===== src/rtl/wb_pkg.sv =====
// Shared types and constants for the writeback arbiter.
// Entry layout, source tags and default sizing live here.
package wb_pkg;

    localparam int PW       = 3;
    localparam int DW       = 8;
    localparam int WB_DEPTH = 4;

    typedef struct packed {
        logic [PW-1:0] addr;
        logic [DW-1:0] data;
    } wb_entry_t;

    typedef enum logic [1:0] {
        SRC_NONE,
        SRC_LD,
        SRC_ALU
    } wb_src_t;

endpackage


===== src/rtl/wb_fifo.sv =====
// Small synchronous FIFO holding ALU writeback entries.
// Full has no bypass: a pop never reopens a full FIFO in the same cycle.
module wb_fifo
    import wb_pkg::*;
#(
    parameter int DEPTH = WB_DEPTH
) (
    input  logic                     clk,
    input  logic                     rst_n,
    input  logic                     push,
    input  logic                     pop,
    input  wb_entry_t                din,
    output wb_entry_t                head,
    output logic                     full,
    output logic                     empty,
    output logic [$clog2(DEPTH):0]   count
);

    localparam int AW = $clog2(DEPTH);
    localparam int CW = AW + 1;

    wb_entry_t        r_mem [DEPTH];
    logic [AW-1:0]    r_wr_ptr;
    logic [AW-1:0]    r_rd_ptr;
    logic [CW-1:0]    r_count;

    logic             w_push;
    logic             w_pop;

    assign full   = (r_count == CW'(DEPTH));
    assign empty  = (r_count == '0);
    assign count  = r_count;
    assign head   = r_mem[r_rd_ptr];

    assign w_push = push && !full;
    assign w_pop  = pop && !empty;

    // Storage: write the tail slot on an accepted push
    always_ff @(posedge clk or negedge rst_n) begin
        if (!rst_n) begin
            for (int i = 0; i < DEPTH; i++) begin
                r_mem[i] <= '0;
            end
        end else if (w_push) begin
            r_mem[r_wr_ptr] <= din;
        end
    end

    // Pointers wrap naturally since DEPTH is a power of two
    always_ff @(posedge clk or negedge rst_n) begin
        if (!rst_n) begin
            r_wr_ptr <= '0;
            r_rd_ptr <= '0;
        end else begin
            if (w_push) begin
                r_wr_ptr <= r_wr_ptr + 1'b1;
            end
            if (w_pop) begin
                r_rd_ptr <= r_rd_ptr + 1'b1;
            end
        end
    end

    // Occupancy: simultaneous push and pop leaves it unchanged
    always_ff @(posedge clk or negedge rst_n) begin
        if (!rst_n) begin
            r_count <= '0;
        end else begin
            unique case ({w_push, w_pop})
                2'b10:   r_count <= r_count + 1'b1;
                2'b01:   r_count <= r_count - 1'b1;
                default: r_count <= r_count;
            endcase
        end
    end

endmodule


===== src/rtl/wb_arbiter.sv =====
// Writeback arbiter: merges load returns and queued ALU results
// into one register-file write port, and tracks pending loads.
module wb_arbiter
    import wb_pkg::*;
#(
    parameter int pw    = PW,
    parameter int dw    = DW,
    parameter int DEPTH = WB_DEPTH
) (
    input  logic                     clk,
    input  logic                     rst_n,
    input  logic                     alu_valid,
    input  logic [pw-1:0]            alu_addr,
    input  logic [dw-1:0]            alu_data,
    output logic                     alu_ready,
    input  logic                     ld_issue,
    input  logic [pw-1:0]            ld_issue_addr,
    input  logic                     ld_valid,
    input  logic [pw-1:0]            ld_addr,
    input  logic [dw-1:0]            ld_data,
    output logic                     wr_en,
    output logic [pw-1:0]            wr_addr,
    output logic [dw-1:0]            wr_dat,
    output logic [2**pw-1:0]         pend,
    output logic [$clog2(DEPTH):0]   q_count,
    output logic                     err
);

    localparam int NREG = 2**pw;

    wb_entry_t        w_din;
    wb_entry_t        w_head;
    logic             w_full;
    logic             w_empty;
    logic             w_push;
    logic             w_pop;

    logic             w_nxt_en;
    logic [pw-1:0]    w_nxt_addr;
    logic [dw-1:0]    w_nxt_dat;
    wb_src_t          w_nxt_src;

    logic [NREG-1:0]  w_set;
    logic [NREG-1:0]  w_clr;
    logic             w_err_ld;
    logic             w_err_iss;
    logic             w_err_alu;

    logic             r_wr_en;
    logic [pw-1:0]    r_wr_addr;
    logic [dw-1:0]    r_wr_dat;
    wb_src_t          r_src;
    logic [NREG-1:0]  r_pend;
    logic             r_err;

    assign alu_ready = !w_full;
    assign w_push    = alu_valid && alu_ready;
    assign w_pop     = !ld_valid && !w_empty;

    // Pack the incoming ALU result into a FIFO entry
    always_comb begin
        w_din      = '0;
        w_din.addr = alu_addr;
        w_din.data = alu_data;
    end

    wb_fifo #(
        .DEPTH (DEPTH)
    ) u_fifo (
        .clk   (clk),
        .rst_n (rst_n),
        .push  (w_push),
        .pop   (w_pop),
        .din   (w_din),
        .head  (w_head),
        .full  (w_full),
        .empty (w_empty),
        .count (q_count)
    );

    // Source select: loads win, else drain the FIFO head, else hold
    always_comb begin
        w_nxt_en   = 1'b0;
        w_nxt_addr = r_wr_addr;
        w_nxt_dat  = r_wr_dat;
        w_nxt_src  = SRC_NONE;
        unique case (1'b1)
            ld_valid: begin
                w_nxt_en   = 1'b1;
                w_nxt_addr = ld_addr;
                w_nxt_dat  = ld_data;
                w_nxt_src  = SRC_LD;
            end
            w_pop: begin
                w_nxt_en   = 1'b1;
                w_nxt_addr = w_head.addr;
                w_nxt_dat  = w_head.data;
                w_nxt_src  = SRC_ALU;
            end
            default: begin
                w_nxt_en   = 1'b0;
            end
        endcase
    end

    // Register-file write port registers
    always_ff @(posedge clk or negedge rst_n) begin
        if (!rst_n) begin
            r_wr_en   <= 1'b0;
            r_wr_addr <= '0;
            r_wr_dat  <= '0;
            r_src     <= SRC_NONE;
        end else begin
            r_wr_en   <= w_nxt_en;
            r_wr_addr <= w_nxt_addr;
            r_wr_dat  <= w_nxt_dat;
            r_src     <= w_nxt_src;
        end
    end

    // One-hot set/clear vectors for the pending-load scoreboard
    always_comb begin
        w_set = '0;
        w_clr = '0;
        if (ld_issue) begin
            w_set[ld_issue_addr] = 1'b1;
        end
        if (ld_valid) begin
            w_clr[ld_addr] = 1'b1;
        end
    end

    // Scoreboard update: a same-cycle set beats a clear
    always_ff @(posedge clk or negedge rst_n) begin
        if (!rst_n) begin
            r_pend <= '0;
        end else begin
            r_pend <= (r_pend & ~w_clr) | w_set;
        end
    end

    // Protocol violation detection
    always_comb begin
        w_err_ld  = ld_valid && !r_pend[ld_addr];
        w_err_iss = ld_issue && r_pend[ld_issue_addr]
                    && !(ld_valid && (ld_addr == ld_issue_addr));
        w_err_alu = w_push && r_pend[alu_addr];
    end

    // Sticky error flag, cleared only by reset
    always_ff @(posedge clk or negedge rst_n) begin
        if (!rst_n) begin
            r_err <= 1'b0;
        end else if (w_err_ld || w_err_iss || w_err_alu) begin
            r_err <= 1'b1;
        end
    end

    assign wr_en   = r_wr_en;
    assign wr_addr = r_wr_addr;
    assign wr_dat  = r_wr_dat;
    assign pend    = r_pend;
    assign err     = r_err;

    a_src_tag: assert property (
        @(posedge clk) disable iff (!rst_n)
        r_wr_en == (r_src != SRC_NONE)
    );

    a_no_full_push: assert property (
        @(posedge clk) disable iff (!rst_n)
        !(w_full && w_push)
    );

endmodule

===== config.mk =====
export PLATFORM = sky130hd
export DESIGN_NAME = wb_arbiter
export DESIGN_NICKNAME = d
export VERILOG_FILES = /design/src/rtl/wb_pkg.sv /design/src/rtl/wb_fifo.sv /design/src/rtl/wb_arbiter.sv
export SDC_FILE = /design/constraint.sdc
export NUM_CORES = 1
export LEC_CHECK = 0
export ABC_AREA = 1
export CORE_UTILIZATION = 64
export DETAILED_ROUTE_END_ITERATION = 7
export DONT_BUFFER_PORTS = 1
export GPL_TIMING_DRIVEN = 0
export PLACE_DENSITY = 0.8
export REMOVE_ABC_BUFFERS = 1
export SYNTH_ARGS = -nofsm -noshare
export SYNTH_HDL_FRONTEND = slang
export SYNTH_SLANG_ARGS = --single-unit

===== constraint.sdc =====
create_clock -name clk -period 5.85 [get_ports clk]
set_input_delay 0.2925 -clock clk [delete_from_list [all_inputs] [get_ports clk]]
set_output_delay 0.2925 -clock clk [all_outputs]
set_load 0.02 [all_outputs]

==> metrics.md <==
| Metric | Value |
|---|---|
| Result of the run | `completed` |
| Pwr/cell area | `just over 500 nW/um2` |
| WS Path Type | `register to register` |
| Tot Pwr | `about 1.9 mW` |
| Width of the die | `about 77 um` |
| CP required | `6.07 ns` |
| Post-synthesis sequential area ratio | `between 50% and 60%` |
| Die ar. | `roughly 5900 um2` |
| Routed vias/inst | `approximately 5.6` |
| Leakage | `about 1.9 nW` |
| Synthesized area per cell | `between 8 and 9 um2` |
| Post-CTS Setup Repair Bufs | `0` |
| Post-Place Cells | `500` |
| Ys flop type | `dfrtp_1` |
| Number of flops mapped to enable cells by yosys | `0` |
| Maximum Capacitance Violations | `0` |
| First-pass DRT Iterations | `4` |
| Std-Cell Rows | `26` |
| CTS root buf | `clkbuf_8` |
| Fin. Hold Viols | `0` |
| NumNets Final | `between 400 and 500` |
| Htree depth | `3` |
| Post-cts resize count | `0` |
| GR Overflow Total | `0` |
| Final core occ | `71.72%` |
| Synthesized flop and latch total | `slightly above 70` |
| Pre-CTS WS | `between 3 and 4 ns` |
| Initial Util | `around two thirds` |
| Slowest stage cell on the critical path | `dfrtp_1` |
| Register area | `1802 um2` |
| DIE HEIGHT | `~77 um` |
| Vias in the first global route | `2694` |
| Total GRT Usage | `28.49%` |
| Routed Antenna Nets | `0` |
| Worst Path Max Fanout | `13` |
| Setup Skew | `0.009299 ns` |
| Cell Area, Synth | `between 3000 and 4000 um2` |
| Setup TNS | `0 ns` |
| Worst Tran Pin Value | `just under 1 ns` |
| Async set-reset flop share out of synthesis | `100.0%` |
| Final wirelength | `7.751 mm` |
| Wire per inst | `roughly 15 um` |
| # IOs | `55` |
| Most used cell, CP | `inv_1` |
| Dominant cells by area after synthesis | `dfrtp_1 50%, nand2_1 15%, nand3_1 6.9%, inv_1 5.6%, o21ai_1 4.7%` |
| Antenna diodes | `0` |
| Worst path max stage delay | `around 0.55 ns` |
| Max-slew violations | `0` |
| DRT iter0 DRCs | `approximately 260` |
| Worst Setup End Kind | `register` |
| Area of the multi-input gates | `between 1000 and 1500 um2` |
| Routability cong. | `0.9492` |
| Clk Latency, worst-skew pair | `~0.35 ns` |
| Unrepaired setup endpoints after global routing | `no` |
| Minimum clock period | `~2.5 ns` |
| Via Count | `approximately 2.9k` |
| Fmax | `between 300 and 400 MHz` |
| Mapped Cells | `about 450` |
| Non-Filler Instances | `slightly above 500` |
| Synth top cells by count | `140 x nand2_1, 72 x dfrtp_1, 54 x inv_1, 50 x nand3_1, 34 x o21ai_1` |
| Drt drc | `0` |
| Synth cell types | `22` |
| Layout cells sized above 1 | `a little under 7%` |
| Clock sink total | `between 70 and 80` |
| CTS Buf Count | `9` |
| Core area | `between 5000 and 6000 um2` |
| YS warnings | `0` |
| Initial antenna violation count | `0` |
| Area share of the largest cell type after synthesis | `about half` |
| Worst-path cell chain | `inv_1 -> nand2_1 -> nand2_1 -> inv_1 -> ha_1 -> inv_1 -> fa_1 -> a21oi_1 -> o21ai_0 -> xor2_1` |
| Largest net degree at the start of global routing | `73` |
| Port Buffers | `0` |
| Yosys top cell by area | `dfrtp_1` |
| Final Cycle Share | `a little over two fifths` |
| Worst-path clk slew | `0.08 ns` |
| Slew margin rel. | `approximately 36%` |
| Worst EP arrival | `approximately 2.7 ns` |
| VDD IR max | `297.9 uV` |
| Max clock buf depth | `2` |
| Post-DP HPWL | `roughly 5 mm` |
| First-pass GRT wire length | `13.06 mm` |
| # fillers | `425` |
| Setup violators final | `0` |
| Critical path launch point type | `register` |
| Worst min path class | `input port to register` |
| Final Worst Setup Slack | `between 3 and 4 ns` |
| Most common cell in the netlist | `nand2_1` |
| Area growth from synthesis to layout | `4.932%` |
| CTS tree | `done` |
-- state kept, by name (all words and copies together), names as in the netlist --
signal	count
u_fifo.r_mem	44
pend	8
wr_dat	8
u_fifo.count	3
wr_addr	3
u_fifo.r_rd_ptr	2
u_fifo.r_wr_ptr	2
err	1
wr_en	1
-- metrics by stage --
step                cell area, um2  hold slack [ns]
finish                        3780          0.07775
global route                  3780          0.07680
CTS                           3780          0.07041
detailed placement            3553        -0.001834
global placement              3553        -0.001621
floorplan                     3466        -0.003091
-- power breakdown --
part           switching, mW  total [mW]  internal, mW
combinational          0.362       0.590         0.228
clock                  0.186       0.383         0.196
sequential             0.262       0.970         0.708
-- cells in the final DEF (no fill, tap or decap), drive strengths merged --
master         n
xnor2          1
buf            1
bufinv         1
o21ai         71
clkinv         1
fa             1
ha             5
inv           54
a21oi         10
dlygate4sd3    1
clkinvlp       3
a21boi         1
nand2        144
o211ai         2
nor2          15
nand3b         1
clkbuf        11
xor2           3
nand3         50
dfrtp         72
-- cell type report --
| cell class | count | share of cell area (%) |
|---|---|---|
| flip-flops and latches | 72 | 47.67 |
| multi-input cells | 304 | 38.66 |
| inverters | 54 | 5.362 |
| clock buffers | 11 | 3.476 |
| well taps | 70 | 2.317 |
| clock inverters | 5 | 1.523 |
| repair buffers | 2 | 0.9930 |
-- worst max-delay path, delay by kind of cell, from the launching register on --
family | cells | cell delay (ns)
adder cells (fa/ha/maj) | 2 | 0.62
buffers and inverters | 3 | 0.59
flip-flops | 1 | 0.55
AO/OA/AOI/OAI | 2 | 0.26
AND/OR/NAND/NOR | 2 | 0.22
XOR/XNOR | 1 | 0.15
-- worst paths after layout --
path	startpoint	end	slack (ns)	cells past startpoint
min	ld_valid	wr_dat[5]$_DFFE_PN0P_	0.08	2
max in group asynchronous	rst_n	u_fifo.r_mem[30]$_DFFE_PN0P_	5.08	2
max reg2reg	u_fifo.count[2]$_DFFE_PN0P_	u_fifo.count[2]$_DFFE_PN0P_	3.35	10
min in group asynchronous	rst_n	u_fifo.r_mem[22]$_DFFE_PN0P_	0.48	2
min reg2reg	u_fifo.r_mem[42]$_DFFE_PN0P_	u_fifo.r_mem[42]$_DFFE_PN0P_	0.49	2
max	u_fifo.count[2]$_DFFE_PN0P_	u_fifo.count[2]$_DFFE_PN0P_	3.35	10
-- what timing repair did --
item	CTS	global route
hold buffers	2	0
endpoints found under the setup margin	0	0
endpoints found under the hold margin	72	0
-- kinds of logic (layout without fill, tap and decap cells) --
family / Yosys count / after routing / share of synthesized area (%)
fa+ha+maj: 6 / 6 / 2.292
xor+xnor: 4 / 4 / 0.9727
buf+inv: 71 / 72 / 9.413
simple gates: 210 / 210 / 24.07
compound gates: 84 / 84 / 13.23
flops: 72 / 72 / 50.02
-- routing by layer --
layer / GRT usage, % / vias up / part of all wire [%]
li1: - / 1422 / -
met1: 40.57 / 1350 / 47
met2: 43.84 / 98 / 47
met3: 4.405 / 15 / 4.8
met4: 11.51 / 0 / 1.9
met5: 0 / - / 0
No activity file was read; power rests on OpenSTA's default activity.
